===== config.mk =====
export PLATFORM = sky130hd
export DESIGN_NAME = alu
export DESIGN_NICKNAME = d
export VERILOG_FILES = /design/src/rtl/alu.sv
export SDC_FILE = /design/constraint.sdc
export NUM_CORES = 1
export LEC_CHECK = 0
export ABC_AREA = 1
export CAP_MARGIN = 20
export CORE_MARGIN = 5
export CORE_UTILIZATION = 28
export CTS_CLUSTER_SIZE = 40
export DETAILED_ROUTE_END_ITERATION = 7
export HOLD_SLACK_MARGIN = 0.15
export PLACE_DENSITY = 0.4
export SKIP_LAST_GASP = 1
export SLEW_MARGIN = 15
export SYNTH_ARGS = -nofsm -noshare
export SYNTH_HDL_FRONTEND = slang
export SYNTH_SLANG_ARGS = --single-unit

===== constraint.sdc =====
create_clock -name clk -period 115.7 [get_ports clk]
set_input_delay 11.57 -clock clk [delete_from_list [all_inputs] [get_ports clk]]
set_output_delay 11.57 -clock clk [all_outputs]
set_load 0.02 [all_outputs]

===== src/rtl/alu.sv =====
// 16-bit signed ALU for the execute stage with a registered status nibble.
// Define ALU_STICKY_EN to add the err_sticky error latch.
module alu #(
  parameter int WIDTH = 16
) (
  input  logic             clk,
  input  logic             rst,
  input  logic [2:0]       op,
  input  logic [WIDTH-1:0] lhs,
  input  logic [WIDTH-1:0] rhs,
  output logic [WIDTH-1:0] result,
  output logic             zero,
  output logic             neg,
  output logic             ovf,
  output logic             div0,
`ifdef ALU_STICKY_EN
  output logic             err_sticky,
`endif
  output logic [3:0]       flags_q
);

  localparam logic [2:0] OP_ADD = 3'd0;
  localparam logic [2:0] OP_SUB = 3'd1;
  localparam logic [2:0] OP_MUL = 3'd2;
  localparam logic [2:0] OP_DIV = 3'd3;
  localparam logic [2:0] OP_MOD = 3'd4;
  localparam logic [2:0] OP_AND = 3'd5;
  localparam logic [2:0] OP_OR  = 3'd6;
  localparam logic [2:0] OP_XOR = 3'd7;

  logic [WIDTH-1:0]          add_r;
  logic [WIDTH-1:0]          sub_r;
  logic signed [2*WIDTH-1:0] lhs_w;
  logic signed [2*WIDTH-1:0] rhs_w;
  logic signed [2*WIDTH-1:0] prod;
  logic signed [WIDTH:0]     lhs_x;
  logic signed [WIDTH:0]     dvs_x;
  logic signed [WIDTH:0]     quo_x;
  logic signed [WIDTH:0]     rem_x;
  logic                      rhs_zero;
  logic                      unused_rem_msb;
  logic [3:0]                flags_d;

  // One guard bit on the divider keeps -min/-1 representable,
  // and a dummy divisor of 1 keeps the divider X-free on rhs==0.
  assign rhs_zero = (rhs == '0);
  assign add_r    = lhs + rhs;
  assign sub_r    = lhs - rhs;
  assign lhs_w    = {{WIDTH{lhs[WIDTH-1]}}, lhs};
  assign rhs_w    = {{WIDTH{rhs[WIDTH-1]}}, rhs};
  assign prod     = lhs_w * rhs_w;
  assign lhs_x    = {lhs[WIDTH-1], lhs};
  assign dvs_x    = rhs_zero ? (WIDTH+1)'(1)
                             : {rhs[WIDTH-1], rhs};
  assign quo_x    = lhs_x / dvs_x;
  assign rem_x    = lhs_x % dvs_x;
  assign unused_rem_msb = rem_x[WIDTH];

  // Operation select: result and the op-specific ovf/div0 flags.
  always_comb begin
    result = '0;
    ovf    = 1'b0;
    div0   = 1'b0;
    unique case (op)
      OP_ADD: begin
        result = add_r;
        ovf    = (lhs[WIDTH-1] == rhs[WIDTH-1]) &&
                 (add_r[WIDTH-1] != lhs[WIDTH-1]);
      end
      OP_SUB: begin
        result = sub_r;
        ovf    = (lhs[WIDTH-1] != rhs[WIDTH-1]) &&
                 (sub_r[WIDTH-1] != lhs[WIDTH-1]);
      end
      OP_MUL: begin
        result = prod[WIDTH-1:0];
        ovf    = (prod[2*WIDTH-1:WIDTH-1] != '0) &&
                 (prod[2*WIDTH-1:WIDTH-1] != '1);
      end
      OP_DIV: begin
        div0 = rhs_zero;
        if (rhs_zero) begin
          result = '1;
        end else begin
          result = quo_x[WIDTH-1:0];
          ovf    = quo_x[WIDTH] != quo_x[WIDTH-1];
        end
      end
      OP_MOD: begin
        div0   = rhs_zero;
        result = rhs_zero ? lhs : rem_x[WIDTH-1:0];
      end
      OP_AND: result = lhs & rhs;
      OP_OR:  result = lhs | rhs;
      OP_XOR: result = lhs ^ rhs;
      default: result = '0;
    endcase
  end

  assign zero    = (result == '0);
  assign neg     = result[WIDTH-1];
  assign flags_d = {div0, ovf, neg, zero};

  // Status register: snapshot of this cycle's flags.
  always_ff @(posedge clk) begin
    if (rst) flags_q <= 4'b0;
    else     flags_q <= flags_d;
  end

`ifdef ALU_STICKY_EN
  logic err_sticky_d;
  logic err_sticky_q;

  // Error latch sets on any div0/ovf and holds until reset.
  always_comb begin
    err_sticky_d = err_sticky_q | div0 | ovf;
  end

  // Sticky error flop; reset wins over a same-cycle error.
  always_ff @(posedge clk) begin
    if (rst) err_sticky_q <= 1'b0;
    else     err_sticky_q <= err_sticky_d;
  end

  assign err_sticky = err_sticky_q;
`endif

endmodule


==> reports/qor.csv <==
metric;value;unit
outcome;complete, no violations;
initialDrtViolationCount;1604;
drc;0;
synth_compound_area_share;10.87;%
setup_viol;0;
die_h;300.6;um
drive_above_1_share;7.862;%
numClockSinks;4;
fill_cells;9374;
fin_nets;4180;
port_buffers;60;
n_antenna_cell;0;
worstPathRequired;104130;ps
yosys.area_share.simple;29.90;%
setup_tns;0;ps
grt_pass1_wl;131.5;mm
path_class;input port to output pin;
io_pins;61;
arrival;49620;ps
ys_warn_count;0;
gp_congestion;0.9040;
crit_buf_inv;30;
core;83690;sq um
wire_per_inst;17.88;um
top_regs;flags_q (4);
synthTopCellsByArea;fa_1, ha_1, inv_1, nand2_1, a21oi_1;
synth_area_leader_cell;fa_1;
timing_max_transition_violations_final;0;
min_period_over_period;52.88;%
hold_violations;0;
cts_resized;0;
min_path_type;input port to register;
holdBufCountCts;0;
grt_max_degree;50;
wl;84.39;mm
cts-buffers-inserted;3;
largest_reg_flops;4;
synth_cell_types;75;
fp-row-count;106;
synth_adder_area_share;37.73;%
postCtsSetupBuffers;0;
synth_area;23650;sq um
cts_tree;built;
h-tree-depth;1;
yosysTopAreaCellShare;22.44;%
crit_family;simple AND/OR/NAND/NOR gates;
antenna_found_initial;1;
synth_top_family_by_area;adder cells;
dieWidth;300.6;um
syn_area_per_cell;6.590;sq um
cp-end-kind;output pin;
syn_nets;4179;
yosysSeqAreaShare;0.3387;%
cp-start-kind;input port;
syn2layout_area_growth;7.816;%
ys_async_sr_fraction;0;%
critPathMaxStageDelay;820;ps
initial_utilization;28.25;%
via_count;21890;
worst_slew_pin_slew;972.0;ps
via_per_inst;4.636;
final_cell_mix;inv_1, nand2_1, ha_1;
final_area;25490;sq um
drv_cap;0;
cts_root_buffer;clkbuf_16;
cpMaxStageDelayCell;inv_1;
slew_headroom;34.52;%
top_register;flags_q;
synth-seq-cells;4;
grt_setup_unrepaired;false;
synth_edf_count;0;
die_area;90360;sq um
synth_cells;3588;
crit_top_cell;nand2_1;
grt_pass1_vias;21930;
final_common_cell;inv_1;
placed_area;25420;sq um
hpwl;69.12;mm
max_freq;0.01634;GHz
synth-main-ff-cell;dfxtp_1;
gr-total-overflow;0;
synth_xor_area_share;4.953;%
clk_pin_slew;30;ps
drtPass1Iterations;5;
cp_max_fo;37;
synth_mux_area_share;0;%
min_period;61190;ps
ant_nets;0;
clk_path_buf_depth;2;
grt.total_usage;18.52;%
-- path summary, 6_finish.rpt --
kind,startpoint,cells after the start,to
setup / recovery,rhs[2],232,zero
hold / removal,rst,2,flags_q[0]
-- synth_stat cells, types with 11 or more instances --
master	instances
and2_1	19
nand2_1	801
o211ai_1	14
nand2_2	38
o21ai_1	21
inv_2	22
inv_1	827
ha_1	289
a21oi_1	179
buf_4	21
fa_1	265
o21bai_1	23
clkbuf_1	47
a31oi_1	16
nand4_1	38
nand3_1	163
o21ai_0	93
buf_1	11
nor2_2	15
xnor2_1	30
nor4_1	14
nand3_2	52
or2_2	41
nor2_4	12
buf_2	21
nor2_1	209
buf_6	11
nor3_1	54
xor2_1	100
-- stage by stage --
| stage | setup WS [ps] | hold WS (ps) | utilization [%] | instances |
|---|---|---|---|---|
| 6_report | 54510 | 12090 | 30.46 | 4721 |
| 5_1_grt | 50100 | 12110 | 30.46 | 4721 |
| 4_1_cts | 54550 | 12090 | 30.46 | 4721 |
| 3_5_place_dp | 54690 | 12320 | 30.37 | 4718 |
| 3_3_place_gp | 55160 | 12330 | 30.37 | 4718 |
| 2_1_floorplan | 62970 | 11640 | - | 3588 |
-- area by class of cell --
type	count	area, sq um	area share [%]
sequential	4	80.08	0.3141
multi-input combinational	2618	19750	77.47
clock buffer	3	75.07	0.2945
timing repair buffer	107	948.4	3.720
inverter	855	3221	12.63
tap	1134	1419	5.566
-- kinds of logic after synthesis --
group,Yosys count
simple gates,1498
buf+inv,966
fa+ha+maj,554
compound gates,432
xor+xnor,132
flops,4
other cells,2
-- routing by layer --
layer	track usage, %	up-vias	share of wire [%]
li1	-	11090	-
met1	28.42	10330	51
met2	29.69	433	43
met3	1.543	32	4.5
met4	1.090	0	0.71
met5	0	-	0
Power is left out: the tool's default activity adds up to more than one toggle a clock period on the data nets, which glitch-free logic cannot reach.
